### src/rtl/rr_grant_arbiter_pkg.sv
// Shared types, sizing constants and the round-robin pick function
// used by the grant arbiter and its decoder.
package rr_arb_pkg;

   localparam int unsigned N    = 16;
   localparam int unsigned IDXW = 4;

   typedef enum logic {
      IDLE,
      GRANT
   } arb_state_e;

   // First set request bit at or after ptr, wrapping from N-1 back to 0.
   function automatic logic [IDXW-1:0] rr_pick(input logic [N-1:0]    req,
                                                input logic [IDXW-1:0] ptr);
      logic [IDXW-1:0] pick;
      logic [IDXW-1:0] idx;
      logic            found;
      pick  = '0;
      found = 1'b0;
      for (int unsigned i = 0; i < N; i++) begin
         idx = ptr + IDXW'(i);
         if (!found && req[idx]) begin
            pick  = idx;
            found = 1'b1;
         end
      end
      return pick;
   endfunction

endpackage

### src/rtl/rr_grant_arbiter_decoder.sv
// Index-to-one-hot grant decoder; all-zero output while no grant is valid.
module grant_decoder
   import rr_arb_pkg::*;
(
   input  logic [IDXW-1:0] gnt_idx,
   input  logic            gnt_valid,
   output logic [N-1:0]    gnt
);

   always_comb begin
      gnt = '0;
      if (gnt_valid) begin
         gnt[gnt_idx] = 1'b1;
      end
   end

endmodule

### src/rtl/rr_grant_arbiter.sv
// Round-robin arbiter for one 16-way resource: grant held until done,
// request withdrawal or hold timeout, then priority rotates past the owner.
module rr_grant_arbiter
   import rr_arb_pkg::*;
#(
   parameter int unsigned MAX_HOLD = 255,
   parameter int unsigned CNTW     = 8
)(
   input  logic            clk,
   input  logic            rst_n,
   input  logic [N-1:0]    req,
   input  logic            done,
   output logic [N-1:0]    gnt,
   output logic [IDXW-1:0] gnt_idx,
   output logic            gnt_valid,
   output logic            timeout
);

   localparam logic [CNTW-1:0] HOLD_LAST = CNTW'(MAX_HOLD - 1);

   arb_state_e      state_q, state_n;
   logic [IDXW-1:0] ptr_q, ptr_n;
   logic [CNTW-1:0] hold_cnt_q, hold_cnt_n;
   logic [IDXW-1:0] idx_n;
   logic            valid_n;
   logic            timeout_n;
   logic            hold_hit;
   logic            owner_req;

   always_ff @(posedge clk or negedge rst_n) begin
      if (!rst_n) begin
         state_q    <= IDLE;
         ptr_q      <= '0;
         hold_cnt_q <= '0;
         gnt_idx    <= '0;
         gnt_valid  <= 1'b0;
         timeout    <= 1'b0;
      end else begin
         state_q    <= state_n;
         ptr_q      <= ptr_n;
         hold_cnt_q <= hold_cnt_n;
         gnt_idx    <= idx_n;
         gnt_valid  <= valid_n;
         timeout    <= timeout_n;
      end
   end

   assign owner_req = req[gnt_idx];
   assign hold_hit  = (MAX_HOLD != 0) && (hold_cnt_q == HOLD_LAST);

   always_comb begin
      state_n    = state_q;
      ptr_n      = ptr_q;
      hold_cnt_n = hold_cnt_q;
      idx_n      = gnt_idx;
      valid_n    = gnt_valid;
      timeout_n  = 1'b0;
      unique case (state_q)
         IDLE: begin
            if (|req) begin
               idx_n      = rr_pick(req, ptr_q);
               valid_n    = 1'b1;
               hold_cnt_n = '0;
               state_n    = GRANT;
            end
         end
         GRANT: begin
            if (hold_cnt_q != '1) begin
               hold_cnt_n = hold_cnt_q + 1'b1;
            end
            if (done || !owner_req || hold_hit) begin
               valid_n = 1'b0;
               ptr_n   = gnt_idx + 1'b1;
               state_n = IDLE;
               // Timeout is reported only when the hold limit alone forced the release.
               timeout_n = hold_hit && !done && owner_req;
            end
         end
         default: state_n = IDLE;
      endcase
   end

   grant_decoder u_grant_decoder (
      .gnt_idx   (gnt_idx),
      .gnt_valid (gnt_valid),
      .gnt       (gnt)
   );

endmodule

### config.mk
export PLATFORM = sky130hd
export DESIGN_NAME = rr_grant_arbiter
export DESIGN_NICKNAME = d
export VERILOG_FILES = /design/src/rtl/rr_grant_arbiter_pkg.sv /design/src/rtl/rr_grant_arbiter_decoder.sv /design/src/rtl/rr_grant_arbiter.sv
export SDC_FILE = /design/constraint.sdc
export NUM_CORES = 1
export LEC_CHECK = 0
export BUFFER_PORTS_ARGS = -buffer_cell sky130_fd_sc_hd__buf_4
export CORE_UTILIZATION = 49
export CTS_CLUSTER_SIZE = 8
export DETAILED_ROUTE_END_ITERATION = 10
export PLACE_DENSITY = 0.68
export SLEW_MARGIN = 30
export SYNTH_ARGS = -nofsm -noshare
export SYNTH_HDL_FRONTEND = slang
export SYNTH_SLANG_ARGS = --single-unit
### constraint.sdc
create_clock -name clk -period 9.1 [get_ports clk]
set_input_delay 1.365 -clock clk [delete_from_list [all_inputs] [get_ports clk]]
set_output_delay 1.365 -clock clk [all_outputs]
set_load 0.03 [all_outputs]
Yosys cells after proc, flatten, opt, wreduce, memory -nomap -nowiden
Index checks and enable logic that the tools add are counted.
{"block": "word_totals", "ff_bits": 19, "inputBits": 19, "out_inout_bits": 22}
{"block": "classes", "n_addsub": 17, "order_cmp": 18, "n_eq_ne": 5, "n_mux": 109, "bitwise_logic": 1, "n_reduce_logical": 42}
{"op": "< comparator 4 x 5 -> 1 bit, second input constant", "n": 17}
{"op": "two-way mux 1 bit", "n": 69}
{"op": "binary-select mux 1 bit (select 4 bit)", "n": 17}
{"op": "two-way mux 4 bit", "n": 16}
{"op": "adder 4 bit, second input constant", "n": 8}
{"op": "logical AND 1 bit", "n": 18}
{"op": "logical NOT 1 bit", "n": 17}
{"op": "adder 4 x 3 -> 4 bit, second input constant", "n": 4}
{"op": "two-way mux 16 bit", "n": 1}
{"op": "two-way mux 8 bit", "n": 2}
{"op": "one-hot mux 8 bit (2 select lines)", "n": 1}
{"op": "OR reduction 16 bit", "n": 1}
{"op": "adder 4 x 1 -> 4 bit, second input constant", "n": 2}
{"op": "adder 4 x 2 -> 4 bit, second input constant", "n": 2}
{"op": "adder 8 x 1 -> 8 bit, second input constant", "n": 1}
{"op": "== test 8 bit, second input constant", "n": 1}
{"op": "!= test 8 bit, second input constant", "n": 1}
{"op": "AND reduction 2 bit", "n": 4}
{"op": "demux 1 bit (select 4 bit)", "n": 1}
{"op": ">= comparator 4 x 1 -> 1 bit, second input constant", "n": 1}
{"op": "!= test 2 x 1 -> 1 bit, second input constant", "n": 2}
{"op": "one-hot mux 1 bit (2 select lines)", "n": 2}
{"op": "logical OR 1 bit", "n": 2}
{"op": "!= test 2 bit, second input constant", "n": 1}
{"op": "inverter 1 bit", "n": 1}

Logic depth before layout (Yosys ltp)
Gate-level depths: netlist of run 1.
{"block": "depth", "ltp_word": 78, "mapped_depth": 16, "depth_no_buf": 11}

Hierarchy
Synthesis of run 1 repeated with hierarchy kept, for this count alone.
{"block": "unflattened", "cells_unflattened": 365, "area_unflattened_um2": 3169.3}
{"module": "rr_grant_arbiter", "n_inst": 1, "cells_per_inst": 342, "area_per_inst_um2": 3051.7}
{"module": "grant_decoder", "n_inst": 1, "cells_per_inst": 23, "area_per_inst_um2": 117.6}

Least setup slack after synthesis of run 1
No wires, ideal clock.
{"block": "synth_path", "path_kind": "register to register", "start": "register ptr_q[1]", "end": "register gnt_idx[3]", "arrival_ns": 3.955, "slack_ns": 5.018, "stages_incl_launch_ff": 15, "path_buffers": 4, "synth_period_minus_slack_ns": 4.082, "path_cell_list": "dfrtp_1 > buf_6 > buf_2 > clkbuf_1 > inv_1 > ha_1 > buf_6 > mux4_1 > mux2_2 > a2111oi_4 > and3_4 > nand4_2 > or4_4 > a31oi_1 > o21ai_1"}
{"block": "synth_via", "elab_chain_len": 78, "elab_cells_between_ends": 138}
{"element": "start, declared", "line_no": "rr_grant_arbiter.sv:22", "rtl": "logic [IDXW-1:0] ptr_q, ptr_n;"}
{"element": "start signal, assigned", "line_no": "rr_grant_arbiter.sv:40", "rtl": "ptr_q <= ptr_n;"}
{"element": "parallel branches: the longest is 77 deep, another holds adder 4 x 1 -> 4 bit"}
{"element": "two-way mux 4 bit *", "line_no": "rr_grant_arbiter_pkg.sv:23", "rtl": "if (!found && req[idx]) begin"}
{"element": "end signal, assigned", "line_no": "rr_grant_arbiter.sv:42", "rtl": "gnt_idx <= idx_n;"}
{"element": "end, declared", "line_no": "rr_grant_arbiter.sv:14", "rtl": "output logic [IDXW-1:0] gnt_idx,"}
Every way passes the cells marked *. The select of a mux whose other input is x is not followed.
A chain may end at the register's enable or synchronous reset.

Final worst setup path of run 1
Ends and elaborated chain as after synthesis.

==> impl_metrics.json, run 1 <==
{
  "outcome": "finished clean",
  "clock-sinks": 19,
  "synth_ff_type": "dfrtp_1",
  "drtIter0Drc": 246,
  "startpoint_type": "flop",
  "worst-r2r-cell-count": 12,
  "path_clk_slew_ns": 0.08,
  "place_hpwl_mm": 8.47,
  "first_pass_iters": 5,
  "routed_via_density": 6.61,
  "r2r-end": "gnt_idx[3]$_DFFE_PN0P_",
  "ios": 41,
  "ys_types": 75,
  "postLayoutCoreUtil_pct": 55.8,
  "hp-start": "hold_cnt_q[5]$_DFFE_PN0P_",
  "critPathMaxFanout": 31,
  "coreArea_sq_mm": 0.00733,
  "clkLatencyLatePin_ns": 0.26,
  "grt_usage_pct": 29.4,
  "num-fill-cells": 655,
  "ys_ff_latch": 19,
  "hold_violations": 0,
  "io_buffers": 40,
  "grt_pass1_wl_mm": 17.8,
  "fmax_mhz": 216,
  "crit_required_ns": 9.24,
  "vias": 3453,
  "fin_crit_sh_pct": 50.9,
  "crit_path_end": "gnt_idx[3]$_DFFE_PN0P_",
  "wl_per_cell_microns": 21.2,
  "place_congestion": 0.959,
  "max_cap_violations": 0,
  "ant_nets": 0,
  "ctsResizeCount": 0,
  "drv_slew": 0,
  "syn_nets": 431,
  "grt_overflow_total": 0,
  "num_antenna_cells": 0,
  "setup-violations-final": 0,
  "slowest_stage": "ha_1",
  "finalWirelength_mm": 11.1,
  "path_cells": "buf_4 > inv_1 > ha_1 > mux4_1 > mux2i_1 > mux2_2 > nand4b_4 > nor2_4 > nand4_2 > or4_4 > a31oi_1 > o21ai_1",
  "cts_hold_buf": 0,
  "synth_edf_count": 0,
  "worstMarginPinSlew_ns": 0.824,
  "grtUsageMet3_pct": 3.20,
  "tns_ns": 0,
  "post_cts_buffers": 0,
  "grt_max_degree": 32,
  "numCtsBuffers": 3,
  "grt_pass1_vias": 3321,
  "area_growth_pct": 8.60,
  "cts.htree.levels": 1,
  "post-place-ws_ns": 4.54,
  "async_reset_ff_share_pct": 100,
  "ys_seq_area_share_pct": 12.6,
  "crit_arrival_ns": 4.78,
  "hold_class": "flop to flop",
  "synthCells": 399,
  "fp-row-count": 31,
  "rrSetupSlack_ns": 4.46,
  "cp-end-kind": "flop",
  "syn_area_sq_mm": 0.00377,
  "critPathMaxStageDelay_ns": 0.84,
  "timing.rr.start": "ptr_q[1]$_DFFE_PN0P_",
  "busiest_layer": "met2",
  "synth_area_per_cell_sq_um": 9.44,
  "die_area_sq_mm": 0.00804,
  "antenna_found_initial": 0,
  "crit_type": "flop to flop",
  "fin_ws_ns": 4.46,
  "synth.yosys.warnings": 0,
  "fin_crit_ns": 4.64,
  "grtUsageMet1_pct": 39.9,
  "final_common_cell": "buf_4",
  "drc": 0,
  "fp.dieW_microns": 89.7,
  "finClkSkew_ns": 0.00503,
  "cts-root-buf": "clkbuf_8",
  "cts_buffer_depth": 2,
  "slew_headroom_pct": 45.1,
  "crit_path_start": "ptr_q[1]$_DFFE_PN0P_",
  "tritoncts": "built",
  "die_h_microns": 89.7,
  "rsz0062_at_grt": "false",
  "drive_gt1_share_pct": 24.1,
  "nNetsFinal": 456,
  "grt_use_met2_pct": 49.8,
  "fin_hold_ws_ns": 0.562,
  "final_cell_mix": "buf_4 (43), nand2_1 (40), mux2i_1 (31)",
  "initial_core_util_pct": 51.4
}
==> layer usage <==
layer  wire length, microns  vias up
li1                       -     1585
met1                   4860     1706
met2                   5380      140
met3                    570       22
met4                    254        0
met5                      0        -
==> cell families (layout without fill, tap and decap cells) <==
family	Yosys count	after routing	share of synthesized area (%)
AOI/OAI and AO/OA	93	93	17.2
xor gates and xnor gates	16	16	4.42
adders and majority gates	13	13	4.32
DFF	19	19	12.6
buffers and inverters	37	61	5.88
and+or+nand+nor	141	141	20.6
muxes	80	80	35.0
==> state kept, by name, indices dropped and copies added (netlist names) <==
signal and count:
hold_cnt_q 8, gnt_idx 4, gnt_valid 1, ptr_q 4, state_q 1, timeout 1
==> cells in the mapped netlist (all sizes together), types with 2 or more instances <==
library cell | instances | area (sq um)
nand2 | 40 | 150
mux2i | 34 | 378
mux4 | 33 | 796
nor2 | 32 | 130
o21ai | 28 | 140
dfrtp | 19 | 475
and2 | 18 | 114
inv | 14 | 52.6
a21oi | 13 | 65.1
buf | 13 | 121
ha | 13 | 163
mux2 | 13 | 146
nand3 | 12 | 65.1
clkbuf | 10 | 47.5
xnor2 | 9 | 105
nor2b | 8 | 50.1
xor2 | 7 | 61.3
nor4 | 6 | 52.6
o211ai | 6 | 45.0
a21boi | 5 | 37.5
a22oi | 5 | 37.5
and3 | 5 | 37.5
a31oi | 4 | 25.0
nand4 | 4 | 31.3
o22ai | 4 | 25.0
a2111oi | 3 | 45.1
a211oi | 3 | 27.5
a32oi | 3 | 26.3
nand2b | 3 | 18.8
nor3b | 3 | 22.5
or3 | 3 | 18.8
a221oi | 2 | 17.5
nand4b | 2 | 47.6
nor3 | 2 | 10.0
o211a | 2 | 20.0
o31ai | 2 | 15.0
==> worst min-delay path by stage <==
stage	depth (start not counted)	slack (ns)	end
floorplan	1	0.51	hold_cnt_q[0]$_DFFE_PN0P_
global placement	2	0.54	hold_cnt_q[4]$_DFFE_PN0P_
detailed placement	2	0.55	hold_cnt_q[4]$_DFFE_PN0P_
CTS	1	0.57	hold_cnt_q[0]$_DFFE_PN0P_
global route	1	0.59	hold_cnt_q[0]$_DFFE_PN0P_
finish	2	0.56	hold_cnt_q[5]$_DFFE_PN0P_
==> layout make-up <==
type,instances,area [sq um],area share (%)
inverters,14,52.6,1.28
flip-flops and latches,19,475,11.6
repair buffers,43,323,7.89
well taps,99,124,3.03
clock inverters,1,5.00,0.122
clock buffers,3,41.3,1.01
multi-input cells,343,3070,75.0
==> metrics by stage <==
stage,instances,cell area [sq um]
finish,522,4090
global route,522,4090
CTS,522,4090
detailed placement,518,4050
global placement,518,4050
floorplan,399,3770
==> critical path: cells and delay by family, from the launching register on <==
kind,cells,cell delay [ns]
flip-flops,1,0.33
adder cells (fa/ha/maj),1,0.84
multiplexers,3,1.48
AO/OA/AOI/OAI,2,0.25
AND/OR/NAND/NOR,4,1.03
buffers and inverters,2,0.57
Power of run 1 is left out: the tool's default activity adds up to more than one toggle a clock period on the data nets, which glitch-free logic cannot reach.
==> run 2, diff against run 1 <==
ABC_AREA = 1   (was not set)
PLACE_DENSITY = 0.7   (was 0.68)
clock period = 4.5 ns   (was 9.1 ns; I/O delays follow)
==> impl_metrics.json, run 2 <==
{
  "cp-end-kind": "flop",
  "ys_types": 33,
  "cts.htree.levels": 1,
  "fp.dieW_microns": 78.4,
  "fin_crit_ns": 3.76,
  "synth_ff_type": "dfrtp_1",
  "drc": 0,
  "path_clk_slew_ns": 0.07,
  "tns_ns": 0,
  "tritoncts": "built",
  "drv_slew": 0,
  "place_congestion": 0.950,
  "syn_area_sq_mm": 0.00286,
  "synth_most_common_cell": "nand2_1",
  "drtIter0Drc": 348,
  "finClkSkew_ns": 0.00132,
  "fin_area_sq_mm": 0.00325,
  "outcome": "finished clean",
  "worst-r2r-cell-count": 20,
  "crit_type": "flop to flop",
  "grt_max_degree": 24,
  "grt_pass1_vias": 3195,
  "syn_nets": 538,
  "hold_violations": 0,
  "synth_area_leaders": "nand2_1 (18%), nand3_1 (17%), dfrtp_1 (17%)",
  "die_area_sq_mm": 0.00614,
  "io_buffers": 40,
  "synth_top_area_share_pct": 18.4,
  "fmax_mhz": 266,
  "first_pass_iters": 6,
  "placed_area_sq_mm": 0.00320,
  "grt_overflow_total": 0,
  "busiest_layer": "met2",
  "post-synth-top-area-cell": "nand2_1",
  "synth_edf_count": 0,
  "finalWirelength_mm": 9.14,
  "fin_crit_sh_pct": 83.4,
  "fp-row-count": 27,
  "hold_class": "primary input to asynchronous set/reset pin",
  "vias": 3485,
  "routed_via_density": 5.69,
  "drive_gt1_share_pct": 11.3,
  "die_h_microns": 78.4,
  "initial_core_util_pct": 51.2,
  "final_cell_mix": "nand2_1 (140), nand3_1 (96), nor2_1 (75)",
  "slew_headroom_pct": 49.4,
  "crit_arrival_ns": 3.90,
  "coreArea_sq_mm": 0.00557,
  "largest_reg_flops": 8,
  "max_cap_violations": 0,
  "final_common_cell": "nand2_1",
  "critPathMaxStageDelay_ns": 0.47,
  "ios": 41,
  "largest_register": "hold_cnt_q",
  "grtUsageMet3_pct": 1.74,
  "grt_use_met2_pct": 54.4,
  "fin_hold_ws_ns": 0.280,
  "ctsResizeCount": 0,
  "setup-violations-final": 0,
  "clock-sinks": 19,
  "antenna_found_initial": 0,
  "crit_required_ns": 4.65,
  "critPathMaxFanout": 18,
  "synth.yosys.warnings": 0,
  "grtUsageMet1_pct": 37.6,
  "post_cts_buffers": 0,
  "wl_per_cell_microns": 14.9,
  "place_hpwl_mm": 7.24,
  "startpoint_type": "flop",
  "synth_common_cells": "nand2_1 (140), nand3_1 (96), nor2_1 (75), inv_1 (49), o21ai_0 (24)",
  "cts_hold_buf": 0,
  "ant_nets": 0,
  "synthCells": 506,
  "synth_area_per_cell_sq_um": 5.65,
  "path_cells": "inv_2 > ha_1 > inv_1 > nand3_1 > nand3_1 > nand2_1 > nand2_2 > nand2_2 > nor2_4 > nand4_4 > nor2_4 > nand4_2 > nor2_4 > nand3_4 > nor2_4 > nand3_4 > o21ai_1 > inv_1 > nand2_1 > nand2_1",
  "ys_ff_latch": 19,
  "slowest_stage": "ha_1",
  "grt_pass1_wl_mm": 14.9,
  "clkLatencyLatePin_ns": 0.25,
  "numCtsBuffers": 3,
  "nNetsFinal": 574,
  "async_reset_ff_share_pct": 100,
  "cts_buffer_depth": 2,
  "top_regs": "hold_cnt_q (8), gnt_idx (4), ptr_q (4)",
  "ys_seq_area_share_pct": 16.6,
  "worstMarginPinSlew_ns": 0.754,
  "rsz0062_at_grt": "false",
  "cts-root-buf": "clkbuf_8",
  "crit_top_cell": "nor2_4",
  "area_growth_pct": 13.8,
  "num_antenna_cells": 0,
  "grt_usage_pct": 30.7
}
==> run 2: cell types whose count changed in the layout (fill, tap and decap cells not counted), sizes merged, moves of 18 or more <==
cell,change
mux2i,-34
mux4,-33
nand2,+102
nor2,+47
and2,-18
inv,+39
nand3,+86
==> run 2: final timing paths <==
| kind | from | end | slack, ns |
|---|---|---|---|
| max | ptr_q[0]$_DFFE_PN0P_ | gnt_idx[1]$_DFFE_PN0P_ | 0.74 |
| min | rst_n | timeout$_DFF_PN0_ | 0.28 |
| max reg2reg | ptr_q[0]$_DFFE_PN0P_ | gnt_idx[1]$_DFFE_PN0P_ | 0.74 |
| min reg2reg | hold_cnt_q[2]$_DFFE_PN0P_ | hold_cnt_q[2]$_DFFE_PN0P_ | 0.49 |
| max in group asynchronous | rst_n | gnt_idx[0]$_DFFE_PN0P_ | 4.02 |
| min in group clk | hold_cnt_q[2]$_DFFE_PN0P_ | hold_cnt_q[2]$_DFFE_PN0P_ | 0.49 |
==> run 2: area by class of cell <==
class,count,area (sq um)
clock buffers,4,45.0
inverters,54,203
flip-flops and latches,19,475
fillers,612,2320
multi-input cells,421,2110
repair buffers,43,323
well taps,72,90.1
==> run 2: metal layers <==
layer  up-vias  share of wire, %
met5         -                 0
met4         0               3.6
met3        25               4.0
met2       124                49
met1      1587                43
li1       1749                 -
==> run 2: worst max-delay path: cells and delay by family, from the launching register on <==
kind	cells	cell delay [ns]
adder cells (fa/ha/maj)	1	0.47
buffers and inverters	3	0.73
AO/OA/AOI/OAI	1	0.18
flip-flops	1	0.38
AND/OR/NAND/NOR	15	1.85
==> run 2: kinds of logic after synthesis <==
| group | synth area share (%) |
|---|---|
| AO/OA/AOI/OAI | 9.64 |
| XOR/XNOR | 3.37 |
| adder cells (fa/ha/maj) | 5.69 |
| buffers and inverters | 9.37 |
| flip-flops | 16.6 |
| AND/OR/NAND/NOR | 55.3 |
==> run 2: per-stage QoR <==
stage / util [%] / cells / worst slack (ns)
2_1_floorplan: - / 506 / 1.41
3_3_place_gp: 57.5 / 609 / 0.829
3_5_place_dp: 57.5 / 609 / 0.835
4_1_cts: 58.3 / 613 / 0.814
5_1_grt: 58.3 / 613 / 0.457
6_report: 58.3 / 613 / 0.745
Power of run 2 is left out for the same reason.
==> run 3, diff against run 2 <==
clock period = 3.7 ns   (was 4.5 ns; I/O delays follow)
==> impl_metrics.json, run 3 (synthesis results as in run 2) <==
{
  "drtIter0Drc": 331,
  "startpoint_type": "flop",
  "fin_area_sq_mm": 0.00331,
  "largest_reg_flops": 8,
  "worstMarginPinSlew_ns": 0.735,
  "hold_class": "primary input to asynchronous set/reset pin",
  "placed_area_sq_mm": 0.00326,
  "final_common_cell": "nand2_1",
  "die_area_sq_mm": 0.00614,
  "cts_hold_buf": 0,
  "slew_headroom_pct": 50.7,
  "clkLatencyLatePin_ns": 0.25,
  "clock-sinks": 19,
  "fin_crit_ns": 3.30,
  "final_cell_mix": "nand2_1 (140), nand3_1 (96), nor2_1 (75)",
  "outcome": "finished clean",
  "path_cells": "inv_2 > ha_1 > inv_1 > nand3_1 > nand3_1 > nand2_1 > nand2_1 > nand2_2 > nor2_4 > nand4_4 > nor2_4 > nand4_2 > nor2_4 > nand3_4 > nor2_4 > nand3_4 > o21ai_1 > inv_1 > nand2_1 > nand2_1",
  "drv_slew": 0,
  "grt_max_degree": 20,
  "fin_hold_ws_ns": 0.163,
  "largest_register": "hold_cnt_q",
  "numCtsBuffers": 3,
  "critPathMaxStageDelay_ns": 0.47,
  "cts_buffer_depth": 2,
  "nNetsFinal": 582,
  "fin_crit_sh_pct": 89.3,
  "coreArea_sq_mm": 0.00557,
  "crit_required_ns": 3.85,
  "ios": 41,
  "finalWirelength_mm": 9.04,
  "post_cts_buffers": 0,
  "grt_pass1_vias": 3173,
  "wl_per_cell_microns": 14.6,
  "slowest_stage": "dfrtp_1",
  "routed_via_density": 5.62,
  "path_buf_inv": 3,
  "vias": 3491,
  "antenna_found_initial": 0,
  "cts.htree.levels": 1,
  "die_h_microns": 78.4,
  "crit_arrival_ns": 3.45,
  "ctsResizeCount": 0,
  "setup-violations-final": 0,
  "top_regs": "hold_cnt_q (8), gnt_idx (4), ptr_q (4)",
  "place_congestion": 0.954,
  "grt_overflow_total": 0,
  "path_clk_slew_ns": 0.07,
  "tritoncts": "built",
  "hold_violations": 0,
  "cp-end-kind": "flop",
  "max_cap_violations": 0,
  "ant_nets": 0,
  "crit_type": "flop to flop",
  "fp.dieW_microns": 78.4,
  "critPathMaxFanout": 12,
  "rsz0062_at_grt": "false",
  "fp-row-count": 27,
  "first_pass_iters": 5,
  "critPathTopFamily": "simple AND/OR/NAND/NOR gates",
  "initial_core_util_pct": 51.2,
  "cts-root-buf": "clkbuf_8",
  "drive_gt1_share_pct": 12.8,
  "io_buffers": 40,
  "grt_usage_pct": 30.9,
  "area_growth_pct": 15.9,
  "fmax_mhz": 303,
  "num_antenna_cells": 0,
  "grt_pass1_wl_mm": 15.2,
  "tns_ns": 0,
  "drc": 0,
  "finClkSkew_ns": 0.000774,
  "num-fill-cells": 583,
  "place_hpwl_mm": 7.34
}
==> run 3: cell count changes in the layout (fill, tap and decap cells not counted) <==
cell,change
buf_4,+8
clkbuf_1,-1
clkinv_2,+1
==> run 3: final timing paths <==
check                                          startpoint  cells past startpoint                         to  slack [ns]
worst max-delay path                 ptr_q[0]$_DFFE_PN0P_                     20     gnt_idx[2]$_DFFE_PN0P_        0.40
worst min-delay path                                rst_n                      1          state_q$_DFF_PN0_        0.16
worst max register to register       ptr_q[0]$_DFFE_PN0P_                     20     gnt_idx[2]$_DFFE_PN0P_        0.40
worst min register to register  hold_cnt_q[2]$_DFFE_PN0P_                      1  hold_cnt_q[2]$_DFFE_PN0P_        0.49
max in group asynchronous                           rst_n                      1  hold_cnt_q[6]$_DFFE_PN0P_        3.33
min in group clk                hold_cnt_q[2]$_DFFE_PN0P_                      1  hold_cnt_q[2]$_DFFE_PN0P_        0.49
==> run 3: per-stage QoR <==
step           cells  utilization (%)  setup WS, ns
2_1_floorplan    506                -         0.614
3_3_place_gp     617             58.6         0.520
3_5_place_dp     617             58.6         0.436
4_1_cts          621             59.4         0.420
5_1_grt          621             59.4        0.0598
6_report         621             59.4         0.396
==> run 3: area by class of cell <==
| class | instances | area [sq um] | share of cell area (%) |
|---|---|---|---|
| sequential | 19 | 475 | 14.4 |
| clock inverter | 1 | 5.00 | 0.151 |
| clock buffer | 3 | 41.3 | 1.25 |
| tap | 72 | 90.1 | 2.72 |
| inverter | 54 | 203 | 6.12 |
| multi-input combinational | 421 | 2110 | 63.8 |
| timing repair buffer | 51 | 383 | 11.6 |
==> run 3: routing by layer <==
metal | wire length (microns) | vias to the layer above | GRT usage, %
li1 | - | 1762 | -
met1 | 3930 | 1591 | 39.5
met2 | 4490 | 118 | 54.4
met3 | 373 | 20 | 2.33
met4 | 249 | 0 | 11.1
met5 | 0 | - | 0
Power of run 3 is left out for the same reason.
